### src/rtl/csr_if.sv
`default_nettype none
// ============================================================================
//  Module      : csr_if
//  Description : Bundle between the EXU/IFU side (master) and the
//                machine-mode CSR file (slave).
//                master drives: csr_addr, csr_op, csr_wdata, trap_valid,
//                  trap_pc, trap_cause, mret_valid, instret_inc
//                slave drives : csr_rdata, csr_illegal, mtvec_out,
//                  mepc_out, mstatus_out
//  Revision    : 1.0 - initial release
// ============================================================================
interface csr_if #(
  parameter int XLEN = 32
);
  logic [11:0]     csr_addr;
  logic [1:0]      csr_op;
  logic [XLEN-1:0] csr_wdata;
  logic [XLEN-1:0] csr_rdata;
  logic            csr_illegal;
  logic            trap_valid;
  logic [XLEN-1:0] trap_pc;
  logic [XLEN-1:0] trap_cause;
  logic            mret_valid;
  logic            instret_inc;
  logic [XLEN-1:0] mtvec_out;
  logic [XLEN-1:0] mepc_out;
  logic [XLEN-1:0] mstatus_out;

  modport master (
    output csr_addr, csr_op, csr_wdata, trap_valid, trap_pc, trap_cause,
           mret_valid, instret_inc,
    input  csr_rdata, csr_illegal, mtvec_out, mepc_out, mstatus_out
  );

  modport slave (
    input  csr_addr, csr_op, csr_wdata, trap_valid, trap_pc, trap_cause,
           mret_valid, instret_inc,
    output csr_rdata, csr_illegal, mtvec_out, mepc_out, mstatus_out
  );
endinterface
`default_nettype wire

### src/rtl/csr_file.sv
`default_nettype none
// ============================================================================
//  Module      : csr_file
//  Description : Machine-mode CSR file: CSRRW/CSRRS/CSRRC access, trap entry
//                and mret update of mstatus/mepc/mcause, mscratch, and 64-bit
//                mcycle/minstret counters.
//  Ports       : clk    - clock
//                rst_n  - asynchronous active-low reset
//                i_bus  - csr_if slave (address/op/data, trap/mret events,
//                         read data, illegal flag, mtvec/mepc/mstatus outputs)
//  Revision    : 1.0 - initial release
// ============================================================================
module csr_file #(
  parameter int              XLEN         = 32,
  parameter logic [XLEN-1:0] MSTATUS_RST  = XLEN'(32'h1800),
  parameter logic [XLEN-1:0] MTVEC_RST    = '0,
  parameter int              HAS_COUNTERS = 1
) (
  input  logic  clk,
  input  logic  rst_n,
  csr_if.slave  i_bus
);

  localparam logic [1:0]  c_OP_NONE = 2'b00;
  localparam logic [1:0]  c_OP_RW   = 2'b01;
  localparam logic [1:0]  c_OP_RS   = 2'b10;

  localparam logic [11:0] c_MSTATUS  = 12'h300;
  localparam logic [11:0] c_MTVEC    = 12'h305;
  localparam logic [11:0] c_MSCRATCH = 12'h340;
  localparam logic [11:0] c_MEPC     = 12'h341;
  localparam logic [11:0] c_MCAUSE   = 12'h342;
  localparam logic [11:0] c_MCYCLE   = 12'hB00;
  localparam logic [11:0] c_MCYCLEH  = 12'hB80;
  localparam logic [11:0] c_MINSTR   = 12'hB02;
  localparam logic [11:0] c_MINSTRH  = 12'hB82;

  // Direct-mode only: low two bits of mtvec/mepc are hardwired to zero.
  localparam logic [XLEN-1:0] c_ALIGN = ~XLEN'(3);

  logic            r_mie;
  logic            r_mpie;
  logic [XLEN-1:0] r_mtvec;
  logic [XLEN-1:0] r_mscratch;
  logic [XLEN-1:0] r_mepc;
  logic [XLEN-1:0] r_mcause;
  logic [63:0]     r_mcycle;
  logic [63:0]     r_minstret;

  logic            w_is_csr;
  logic            w_is_cnt;
  logic            w_is_id;
  logic            w_write_req;
  logic            w_illegal;
  logic            w_we;
  logic [XLEN-1:0] w_old;
  logic [XLEN-1:0] w_new;
  logic [XLEN-1:0] w_mstatus;

  // Only MIE/MPIE are stored; MPP reads as 11 and everything else as 0.
  always_comb begin
    w_mstatus        = '0;
    w_mstatus[12:11] = 2'b11;
    w_mstatus[7]     = r_mpie;
    w_mstatus[3]     = r_mie;
  end

  always_comb begin
    w_is_csr = i_bus.csr_addr inside {c_MSTATUS, c_MTVEC, c_MSCRATCH, c_MEPC, c_MCAUSE};
    w_is_cnt = i_bus.csr_addr inside {c_MCYCLE, c_MCYCLEH, c_MINSTR, c_MINSTRH};
    w_is_id  = (i_bus.csr_addr >= 12'hF11) && (i_bus.csr_addr <= 12'hF14);

    // RS/RC with a zero operand is a pure read and never writes.
    w_write_req = (i_bus.csr_op == c_OP_RW) ||
                  ((i_bus.csr_op != c_OP_NONE) && (i_bus.csr_wdata != '0));

    w_illegal = (i_bus.csr_op != c_OP_NONE) &&
                (!(w_is_csr || w_is_cnt || w_is_id) ||
                 (w_is_cnt && (HAS_COUNTERS == 0)) ||
                 (w_is_id && w_write_req));

    w_we = w_write_req && !w_illegal;

    case (i_bus.csr_addr)
      c_MSTATUS:  w_old = w_mstatus;
      c_MTVEC:    w_old = r_mtvec;
      c_MSCRATCH: w_old = r_mscratch;
      c_MEPC:     w_old = r_mepc;
      c_MCAUSE:   w_old = r_mcause;
      c_MCYCLE:   w_old = XLEN'(r_mcycle[31:0]);
      c_MCYCLEH:  w_old = XLEN'(r_mcycle[63:32]);
      c_MINSTR:   w_old = XLEN'(r_minstret[31:0]);
      c_MINSTRH:  w_old = XLEN'(r_minstret[63:32]);
      default:    w_old = '0;
    endcase

    case (i_bus.csr_op)
      c_OP_RW: w_new = i_bus.csr_wdata;
      c_OP_RS: w_new = w_old | i_bus.csr_wdata;
      default: w_new = w_old & ~i_bus.csr_wdata;
    endcase
  end

  assign i_bus.csr_rdata   = ((i_bus.csr_op == c_OP_NONE) || w_illegal) ? '0 : w_old;
  assign i_bus.csr_illegal = w_illegal;
  assign i_bus.mtvec_out   = r_mtvec;
  assign i_bus.mepc_out    = r_mepc;
  assign i_bus.mstatus_out = w_mstatus;

  // Priority trap > mret > CSR write, applied only where the winner writes.
  always_ff @(posedge clk or negedge rst_n) begin
    if (!rst_n) begin
      r_mie  <= MSTATUS_RST[3];
      r_mpie <= MSTATUS_RST[7];
    end else if (i_bus.trap_valid) begin
      r_mpie <= r_mie;
      r_mie  <= 1'b0;
    end else if (i_bus.mret_valid) begin
      r_mie  <= r_mpie;
      r_mpie <= 1'b1;
    end else if (w_we && (i_bus.csr_addr == c_MSTATUS)) begin
      r_mie  <= w_new[3];
      r_mpie <= w_new[7];
    end
  end

  always_ff @(posedge clk or negedge rst_n) begin
    if (!rst_n) begin
      r_mtvec    <= MTVEC_RST;
      r_mscratch <= '0;
      r_mepc     <= '0;
      r_mcause   <= '0;
    end else begin
      if (w_we && (i_bus.csr_addr == c_MTVEC))    r_mtvec    <= w_new & c_ALIGN;
      if (w_we && (i_bus.csr_addr == c_MSCRATCH)) r_mscratch <= w_new;
      if (i_bus.trap_valid) begin
        r_mepc   <= i_bus.trap_pc & c_ALIGN;
        r_mcause <= i_bus.trap_cause;
      end else begin
        if (w_we && (i_bus.csr_addr == c_MEPC))   r_mepc     <= w_new & c_ALIGN;
        if (w_we && (i_bus.csr_addr == c_MCAUSE)) r_mcause   <= w_new;
      end
    end
  end

  generate
    if (HAS_COUNTERS != 0) begin : g_counters
      // A write to either half replaces it and skips that cycle's increment;
      // the 64-bit add carries low into high in the same cycle.
      always_ff @(posedge clk or negedge rst_n) begin
        if (!rst_n)
          r_mcycle <= '0;
        else if (w_we && (i_bus.csr_addr == c_MCYCLE))
          r_mcycle <= {r_mcycle[63:32], w_new[31:0]};
        else if (w_we && (i_bus.csr_addr == c_MCYCLEH))
          r_mcycle <= {w_new[31:0], r_mcycle[31:0]};
        else
          r_mcycle <= r_mcycle + 64'd1;
      end

      always_ff @(posedge clk or negedge rst_n) begin
        if (!rst_n)
          r_minstret <= '0;
        else if (w_we && (i_bus.csr_addr == c_MINSTR))
          r_minstret <= {r_minstret[63:32], w_new[31:0]};
        else if (w_we && (i_bus.csr_addr == c_MINSTRH))
          r_minstret <= {w_new[31:0], r_minstret[31:0]};
        else if (i_bus.instret_inc)
          r_minstret <= r_minstret + 64'd1;
      end
    end else begin : g_no_counters
      // Counter addresses are illegal here, so the values are never observed.
      assign r_mcycle   = '0;
      assign r_minstret = '0;
    end
  endgenerate

endmodule
`default_nettype wire

### src/flat_wrapper.sv
// flat-port wrapper written by rule: the top's interface ports become plain ports
module csr_file_flat 
#(
  parameter int              XLEN         = 32,
  parameter logic [XLEN-1:0] MSTATUS_RST  = XLEN'(32'h1800),
  parameter logic [XLEN-1:0] MTVEC_RST    = '0,
  parameter int              HAS_COUNTERS = 1
)
  (clk, rst_n, i_bus_csr_addr, i_bus_csr_op, i_bus_csr_wdata, i_bus_trap_valid, i_bus_trap_pc, i_bus_trap_cause, i_bus_mret_valid, i_bus_instret_inc, i_bus_csr_rdata, i_bus_csr_illegal, i_bus_mtvec_out, i_bus_mepc_out, i_bus_mstatus_out);
  csr_if #(.XLEN(XLEN)) i_bus_i ();
  input  logic clk;
  input  logic rst_n;
  input wire logic [$bits(i_bus_i.csr_addr)-1:0] i_bus_csr_addr;
  input wire logic [$bits(i_bus_i.csr_op)-1:0] i_bus_csr_op;
  input wire logic [$bits(i_bus_i.csr_wdata)-1:0] i_bus_csr_wdata;
  input wire logic [$bits(i_bus_i.trap_valid)-1:0] i_bus_trap_valid;
  input wire logic [$bits(i_bus_i.trap_pc)-1:0] i_bus_trap_pc;
  input wire logic [$bits(i_bus_i.trap_cause)-1:0] i_bus_trap_cause;
  input wire logic [$bits(i_bus_i.mret_valid)-1:0] i_bus_mret_valid;
  input wire logic [$bits(i_bus_i.instret_inc)-1:0] i_bus_instret_inc;
  output wire logic [$bits(i_bus_i.csr_rdata)-1:0] i_bus_csr_rdata;
  output wire logic [$bits(i_bus_i.csr_illegal)-1:0] i_bus_csr_illegal;
  output wire logic [$bits(i_bus_i.mtvec_out)-1:0] i_bus_mtvec_out;
  output wire logic [$bits(i_bus_i.mepc_out)-1:0] i_bus_mepc_out;
  output wire logic [$bits(i_bus_i.mstatus_out)-1:0] i_bus_mstatus_out;
  assign i_bus_i.csr_addr = i_bus_csr_addr;
  assign i_bus_i.csr_op = i_bus_csr_op;
  assign i_bus_i.csr_wdata = i_bus_csr_wdata;
  assign i_bus_i.trap_valid = i_bus_trap_valid;
  assign i_bus_i.trap_pc = i_bus_trap_pc;
  assign i_bus_i.trap_cause = i_bus_trap_cause;
  assign i_bus_i.mret_valid = i_bus_mret_valid;
  assign i_bus_i.instret_inc = i_bus_instret_inc;
  assign i_bus_csr_rdata = i_bus_i.csr_rdata;
  assign i_bus_csr_illegal = i_bus_i.csr_illegal;
  assign i_bus_mtvec_out = i_bus_i.mtvec_out;
  assign i_bus_mepc_out = i_bus_i.mepc_out;
  assign i_bus_mstatus_out = i_bus_i.mstatus_out;
  csr_file #(.XLEN(XLEN), .MSTATUS_RST(MSTATUS_RST), .MTVEC_RST(MTVEC_RST), .HAS_COUNTERS(HAS_COUNTERS)) u_core (.clk(clk), .rst_n(rst_n), .i_bus(i_bus_i));
endmodule
### config.mk
export PLATFORM = sky130hd
export DESIGN_NAME = csr_file_flat
export DESIGN_NICKNAME = d
export VERILOG_FILES = /design/src/rtl/csr_if.sv /design/src/rtl/csr_file.sv /design/src/flat_wrapper.sv
export SDC_FILE = /design/constraint.sdc
export NUM_CORES = 1
export LEC_CHECK = 0
export BUFFER_PORTS_ARGS = -buffer_cell sky130_fd_sc_hd__buf_4
export CAP_MARGIN = 10
export CORE_AREA = 4 4 159 222
export CTS_CLUSTER_DIAMETER = 120
export CTS_CLUSTER_SIZE = 20
export DETAILED_ROUTE_END_ITERATION = 8
export DIE_AREA = 0 0 163 226
export PLACE_DENSITY = 0.67
export SLEW_MARGIN = 15
export SYNTH_ARGS = -nofsm -noshare
export SYNTH_HDL_FRONTEND = slang
export SYNTH_SLANG_ARGS = --single-unit
### constraint.sdc
create_clock -name clk -period 5.5 [get_ports clk]
set_input_delay 0.275 -clock clk [delete_from_list [all_inputs] [get_ports clk]]
set_output_delay 0.275 -clock clk [all_outputs]
set_load 0.02 [all_outputs]
==> impl_summary.txt, run 1 <==
----------------------------------------------------
[Global route]
  Via count of the first global-routing pass ... 16330
  Largest net degree at the start of global routing ... roughly 160
  Total overflow reported by the global router ... 0
  Aggregate global-route resource usage ... a little under 40%
  Global-route wire length before repair ... approximately 110000 µm
  Number of antenna violations at the first check in global routing ... 3

[Synth]
  Dominant cell type by area after synthesis ... sky130_fd_sc_hd__dfrtp_1
  Sequential area share after synthesis ... 38.58%
  Combined area of all synthesized cells ... 16470 µm²
  Asr flop ratio synth ... 100.0%
  Leading cell types by total area after synthesis ... sky130_fd_sc_hd__dfrtp_1, sky130_fd_sc_hd__o21ai_0, sky130_fd_sc_hd__nand2_1, sky130_fd_sc_hd__a21oi_1, sky130_fd_sc_hd__mux2_2
  Number of enable-type register cells in the synthesized netlist ... 0
  Flops & latches, synth ... about 250
  Mean cell area of the mapped netlist ... 8.598 µm²
  Yosys top cell area share ... about two fifths
  Unique cell type count in the Yosys netlist ... 95
  Top_reg_cell synth ... sky130_fd_sc_hd__dfrtp_1
  Post-Synthesis Cells ... approximately 1900
  Warning count from the yosys run ... 0

[Floorplanning]
  Width of the die ... about 160 µm
  Area of the die ... around 37000 µm²
  Starting utilization of the core area ... 49.60%
  I/O pin cnt ... about 240
  Standard-cell rows ... just under 80
  Height of the die ... roughly 230 µm
  Area of the core region ... 33210 µm²

[STA]
  Worst-case hold slack ... between 0.008 and 0.009 ns
  Endpoints failing hold ... 0
  Tcrit/Tclk final ... 64.89%
  FMAX ... 0.2802 GHz
  Worst slew margin relative to its limit ... 16.84%
  Setup violation total in the final timing report ... 0
  Setup repair after global routing missed its margin ... no
  Max-slew violations ... 0
  Transition at the pin with the smallest max-transition slack ... around 1.2 ns
  Total negative slack for setup checks ... 0 ns
  Post-Route Skew ... around 0.021 ns
  Clock period minus final worst setup slack ... 3.569 ns

[Drt]
  Total wire length after detailed routing ... 73130 µm
  1st-iter DRT viols ... 2186
  Via count of the routed design ... 17230
  1st-pass router iterations ... 8
  Detailed-route wire length per cell ... just under 30 µm
  Antenna Nets Post-Route ... 0
  Vias/cell ... roughly 7
  Post-route DRC violation count ... 0

[CTS]
  Clock tree root driver cell ... sky130_fd_sc_hd__clkbuf_16
  Count of hold buffers inserted by post-cts repair ... 43
  Clock latency of the later-clocked register in the worst-skew pair ... ~0.53 ns
  Clock transition at the registers of the reported paths ... around 0.10 ns
  Post-CTS setup buffers ... 0
  Deepest clock path buffer count ... 3
  Number of buffers inserted during clock tree synthesis ... 16
  CTS tree ... yes
  Clk sinks ... ~250
  CTS H-tree lvls ... 1
  Count of instances resized after the clock tree is built ... 0

[Final layout]
  Ratio of cells with drive above 1 in the final layout ... between 10% and 20%
  Final cell count without fillers ... approximately 2500
  Final net count ... approximately 2200
  Area growth from synthesis to layout ... 16.24%
  Utilization after layout ... 57.66%
  Filler Cells Inserted ... a little over 3000

[Critical path]
  Critical path required time ... 5.88 ns
  Worst setup path category ... reg2reg
  CP endpoint kind ... register
  Maximum fanout encountered on the critical timing path ... 7
  CP Data Arrival Time ... around 4.0 ns
  Sort of element at the start of the critical path ... register

[Power and ir drop]
  Power per cell area ... between 200 and 250 nW/µm²
  Cell leakage power ... ~8 nW
  Power consumption ... between 4 and 5 mW
  Maximum vdd ir drop ... 0.2411 mV

[Placed design]
  Cell count after placement ... 2468
  IO buf count ... 207
  RD Place Congestion ... about 1.0
  Half-perimeter wire length after placement ... 53530 µm

[Min path]
  Tightest Hold Check Type ... in2reg

[Run]
  Max cap viols ... 0

[Run status]
  Result of the run ... completed

----------------------------------------------------
[worst paths after layout]
path / startpoint / slack (ns) / end / cells after the start
max: u_core.r_mcycle[7] / 1.93 / u_core.r_mcycle[49] / 7
min: i_bus_trap_cause[22] / 0.009 / u_core.r_mcause[22] / 3
max reg2reg: u_core.r_mcycle[7] / 1.93 / u_core.r_mcycle[49] / 7
min reg2reg: u_core.r_mscratch[3] / 0.48 / u_core.r_mscratch[3] / 2
max in group asynchronous: rst_n / 3.75 / u_core.r_mcycle[61] / 3
min in group asynchronous: rst_n / 0.37 / u_core.r_mcause[9] / 2
[metrics by stage]
step / worst slack [ns] / area, µm²
after floorplan: 2.627 / 16590
after global placement: 1.724 / 18270
after detailed placement: 1.694 / 18280
after CTS: 2.053 / 19140
after global routing: 1.862 / 19140
final: 1.931 / 19150
[power breakdown]
group	leakage (nW)	internal, mW	total [mW]	switching, mW
registers	3.19	1.97	2.12	0.149
logic	4.61	0.295	0.783	0.488
clock network	0.214	0.556	1.25	0.697
[metal layers]
layer  global-route usage (%)  part of all wire (%)
met1                    49.81                    37
met2                    61.45                    46
met3                    7.194                    10
met4                    21.20                   6.7
met5                        0                     0
[critical path: stages, from the launching register on]
cell and delay (ns):
sky130_fd_sc_hd__dfrtp_1 0.49, sky130_fd_sc_hd__nand4_1 0.30, sky130_fd_sc_hd__nor4_2 0.70, sky130_fd_sc_hd__nand4_1 0.43, sky130_fd_sc_hd__nor4_1 1.01, sky130_fd_sc_hd__nand2_1 0.24, sky130_fd_sc_hd__o21ai_0 0.21, sky130_fd_sc_hd__a21oi_1 0.06
[flip-flops by register name, indices dropped and copies added, names as in the netlist]
| name | count |
|---|---|
| u_core.i_bus.mepc_out | 30 |
| u_core.i_bus.mtvec_out | 30 |
| u_core.r_mcause | 32 |
| u_core.r_mcycle | 64 |
| u_core.r_mie | 1 |
| u_core.r_minstret | 64 |
| u_core.r_mpie | 1 |
| u_core.r_mscratch | 32 |
[area by class of cell]
type / count / area (µm²) / area share [%]
multi-input cells: 1496 / 9388 / 49.02
flip-flops and latches: 254 / 6356 / 33.19
repair buffers: 292 / 2320 / 12.11
well taps: 445 / 556.8 / 2.908
clock buffers: 17 / 425.4 / 2.221
inverters: 24 / 90.09 / 0.4704
clock inverters: 1 / 8.758 / 0.04574
diodes: 2 / 5.005 / 0.02614
[synth_stat cells (34+ instances only)]
cell type / instances
sky130_fd_sc_hd__dfrtp_1: 254
sky130_fd_sc_hd__nand2_1: 207
sky130_fd_sc_hd__o21ai_0: 202
sky130_fd_sc_hd__a21oi_1: 147
sky130_fd_sc_hd__nor2_1: 118
sky130_fd_sc_hd__clkbuf_1: 96
sky130_fd_sc_hd__nand3_1: 72
sky130_fd_sc_hd__mux2i_1: 57
sky130_fd_sc_hd__nand4_1: 57
sky130_fd_sc_hd__mux2_2: 53
sky130_fd_sc_hd__a22oi_1: 48
sky130_fd_sc_hd__buf_4: 40
sky130_fd_sc_hd__nor3_1: 34
[kinds of logic (layout without fill, tap and decap cells)]
kind of cell,after synthesis,count (layout),synth area share (%)
adder cells (fa/ha/maj),5,5,0.3797
XOR/XNOR,37,37,1.967
AO/OA/AOI/OAI,638,638,24.87
buffers and inverters,198,334,5.719
multiplexers,111,111,7.223
other,2,36,0.04559
flip-flops,254,254,38.58
AND/OR/NAND/NOR,671,671,21.21
[placed cells by master (no fill, tap or decap), drive strengths merged, types with 36 or more instances in the layout]
| master | n |
|---|---|
| mux2i | 57 |
| a21oi | 148 |
| mux2 | 53 |
| nor2 | 120 |
| nor3 | 36 |
| nand4 | 57 |
| buf | 249 |
| a22oi | 48 |
| dfrtp | 254 |
| nand3 | 72 |
| nand2 | 207 |
| dlygate4sd3 | 43 |
| o21ai | 219 |
(Power assumes the default switching activity.)
==> inputs of run 2 (changes only) <==
- clock period: 5.5 -> 3.45 ns (I/O delays scaled with it)
==> impl_summary.txt, run 2 (synthesized netlist as in run 1, its figures left out) <==
----------------------------------------------------
[Global route]
  Largest net degree at the start of global routing ... 77
  Number of antenna violations at the first check in global routing ... 3
  Global-route layer with the greatest usage ... met2
  Via count of the first global-routing pass ... around 17000
  Global-route met1 utilization ... between 50% and 60%
  Global-route track usage on met3 ... 7.687%
  Global-route wire length before repair ... approximately 110000 µm
  Total overflow reported by the global router ... 0
  Met2 track utilization from global routing ... 66.68%
  Aggregate global-route resource usage ... between 40% and 50%

[Drt]
  Vias/cell ... between 6 and 7
  Via count of the routed design ... approximately 18000
  Detailed-route wire length per cell ... slightly below 30 µm
  Total wire length after detailed routing ... ~77000 µm
  Antenna Nets Post-Route ... 0
  1st-pass router iterations ... 7
  Post-route DRC violation count ... 0
  1st-iter DRT viols ... around 2400

[Critical path]
  Sort of element at the start of the critical path ... primary input
  CP Data Arrival Time ... 2.92 ns
  End point of the critical path ... i_bus_csr_rdata[23]
  FF-to-FF setup slack ... about 0.53 ns
  CP endpoint kind ... primary output
  Worst setup path category ... in2out
  Worst reg2reg endpoint ... u_core.r_mcycle[25]
  Launching point of the worst reg2reg path ... u_core.r_mcycle[7]
  Worst Reg-to-Reg Cells ... 7
  Maximum fanout encountered on the critical timing path ... 19
  Critical path required time ... ~3.3 ns
  Beginning of the critical path ... i_bus_csr_addr[4]

[Final layout]
  Ratio of cells with drive above 1 in the final layout ... between 20% and 30%
  Most frequent cells in the layout ... sky130_fd_sc_hd__buf_4, sky130_fd_sc_hd__dfrtp_1, sky130_fd_sc_hd__nand2_1
  Utilization after layout ... between 60 and 70%
  Area growth from synthesis to layout ... 23.40%
  Largest regs ... u_core.r_mcycle: 64 flops, u_core.r_minstret: 64 flops
  Final net count ... between 2000 and 2500
  Final cell count without fillers ... 2647
  Most common library cell in the layout ignoring fill and taps ... sky130_fd_sc_hd__buf_4

[Power and ir drop]
  Maximum vdd ir drop ... approximately 0.4 mV
  Power per cell area ... 336.0 nW/µm²
  Cell leakage power ... 8.663 nW

[CTS]
  CTS tree ... yes
  Clock tree root driver cell ... sky130_fd_sc_hd__clkbuf_16
  Clk sinks ... between 200 and 300
  Clock latency of the later-clocked register in the worst-skew pair ... ~0.53 ns
  Clock transition at the registers of the reported paths ... approximately 0.090 ns
  Number of buffers inserted during clock tree synthesis ... 16
  CTS H-tree lvls ... 1
  Deepest clock path buffer count ... 3

[STA]
  FMAX ... roughly 0.32 GHz
  Setup violation total in the final timing report ... 0
  Transition at the pin with the smallest max-transition slack ... ~1.1 ns
  Clock period minus final worst setup slack ... roughly 3.1 ns
  Endpoints failing hold ... 0
  Worst-case hold slack ... around 0.047 ns
  Max-slew violations ... 0
  Worst slew margin relative to its limit ... a little under a quarter
  Tcrit/Tclk final ... between 80% and 90%
  Post-Route Skew ... around 0.025 ns
  Total negative slack for setup checks ... 0 ns
  Setup repair after global routing missed its margin ... no

[Floorplanning]
  Width of the die ... about 160 µm
  I/O pin cnt ... between 200 and 250
  Starting utilization of the core area ... roughly 50%
  Area of the die ... 36840 µm²
  Height of the die ... 226 µm
  Standard-cell rows ... 79
  Area of the core region ... ~33000 µm²

[Run]
  Max cap viols ... 0

[Placed design]
  Cell count after placement ... about 2600
  RD Place Congestion ... between 1 and 1.5
  Half-perimeter wire length after placement ... between 50000 and 60000 µm
  IO buf count ... just over 200

[Run status]
  Result of the run ... completed

[Min path]
  Tightest Hold Check Type ... in2reg

----------------------------------------------------
[run 2: cell type report]
cell class                      instances  area (µm²)
Fill cell                            2898       12880
Multi-Input combinational cell       1496        9374
Sequential cell                       254        6356
Timing Repair Buffer                  408        3481
Tap cell                              445       556.8
Clock buffer                           18       439.2
Inverter                               24       90.09
Clock inverter                          1       30.03
Antenna cell                            1       2.502
[run 2: worst min path at each step]
stage	start	end	slack, ns	cells after the start
after floorplan	rst_n	u_core.i_bus.mepc_out[10]	-0.12	0
after global placement	rst_n	u_core.r_mcause[15]	0.11	1
after detailed placement	rst_n	u_core.r_mscratch[15]	0.12	1
after CTS	i_bus_instret_inc	u_core.r_minstret[1]	0.04	3
after global routing	i_bus_instret_inc	u_core.r_minstret[1]	0.06	3
final	i_bus_instret_inc	u_core.r_minstret[1]	0.05	3
[run 2: report_power, final]
part           switching (mW)  total (mW)  leakage, nW  internal [mW]
registers               0.251        3.39         3.19           3.14
clock network            1.10        2.08        0.231          0.982
logic                   0.822        1.36         5.24          0.538
[run 2: what timing repair did]
| item | CTS | global route |
|---|---|---|
| hold endpoints to repair | 110 | 0 |
| setup buffers | 0 | 0 |
| hold buffers | 64 | 0 |
| gates resized for setup | 0 | 0 |
[run 2: per-stage QoR]
stage	worst slack [ns]	total power, mW	instance area, µm²
finish	0.3600	6.831	20330
CTS	0.4264	6.783	20320
global route	0.3440	7.028	20330
floorplan	0.7820	4.011	16590
detailed placement	0.2375	4.690	19210
global placement	0.3139	4.674	19210
[run 2: worst max-delay path, stage by stage]
cell and delay, ns:
sky130_fd_sc_hd__buf_4 0.15, sky130_fd_sc_hd__or4b_4 0.59, sky130_fd_sc_hd__or4_1 0.69, sky130_fd_sc_hd__a21oi_1 0.23, sky130_fd_sc_hd__a2111oi_0 0.10, sky130_fd_sc_hd__or2_1 0.27
sky130_fd_sc_hd__buf_4 0.23, sky130_fd_sc_hd__o21ba_1 0.30, sky130_fd_sc_hd__buf_4 0.16
[run 2: layer usage]
metal | vias up | share of wire, %
li1 | 7685 | -
met1 | 8730 | 37
met2 | 1231 | 47
met3 | 252 | 10
met4 | 4 | 5.9
met5 | - | 0.035
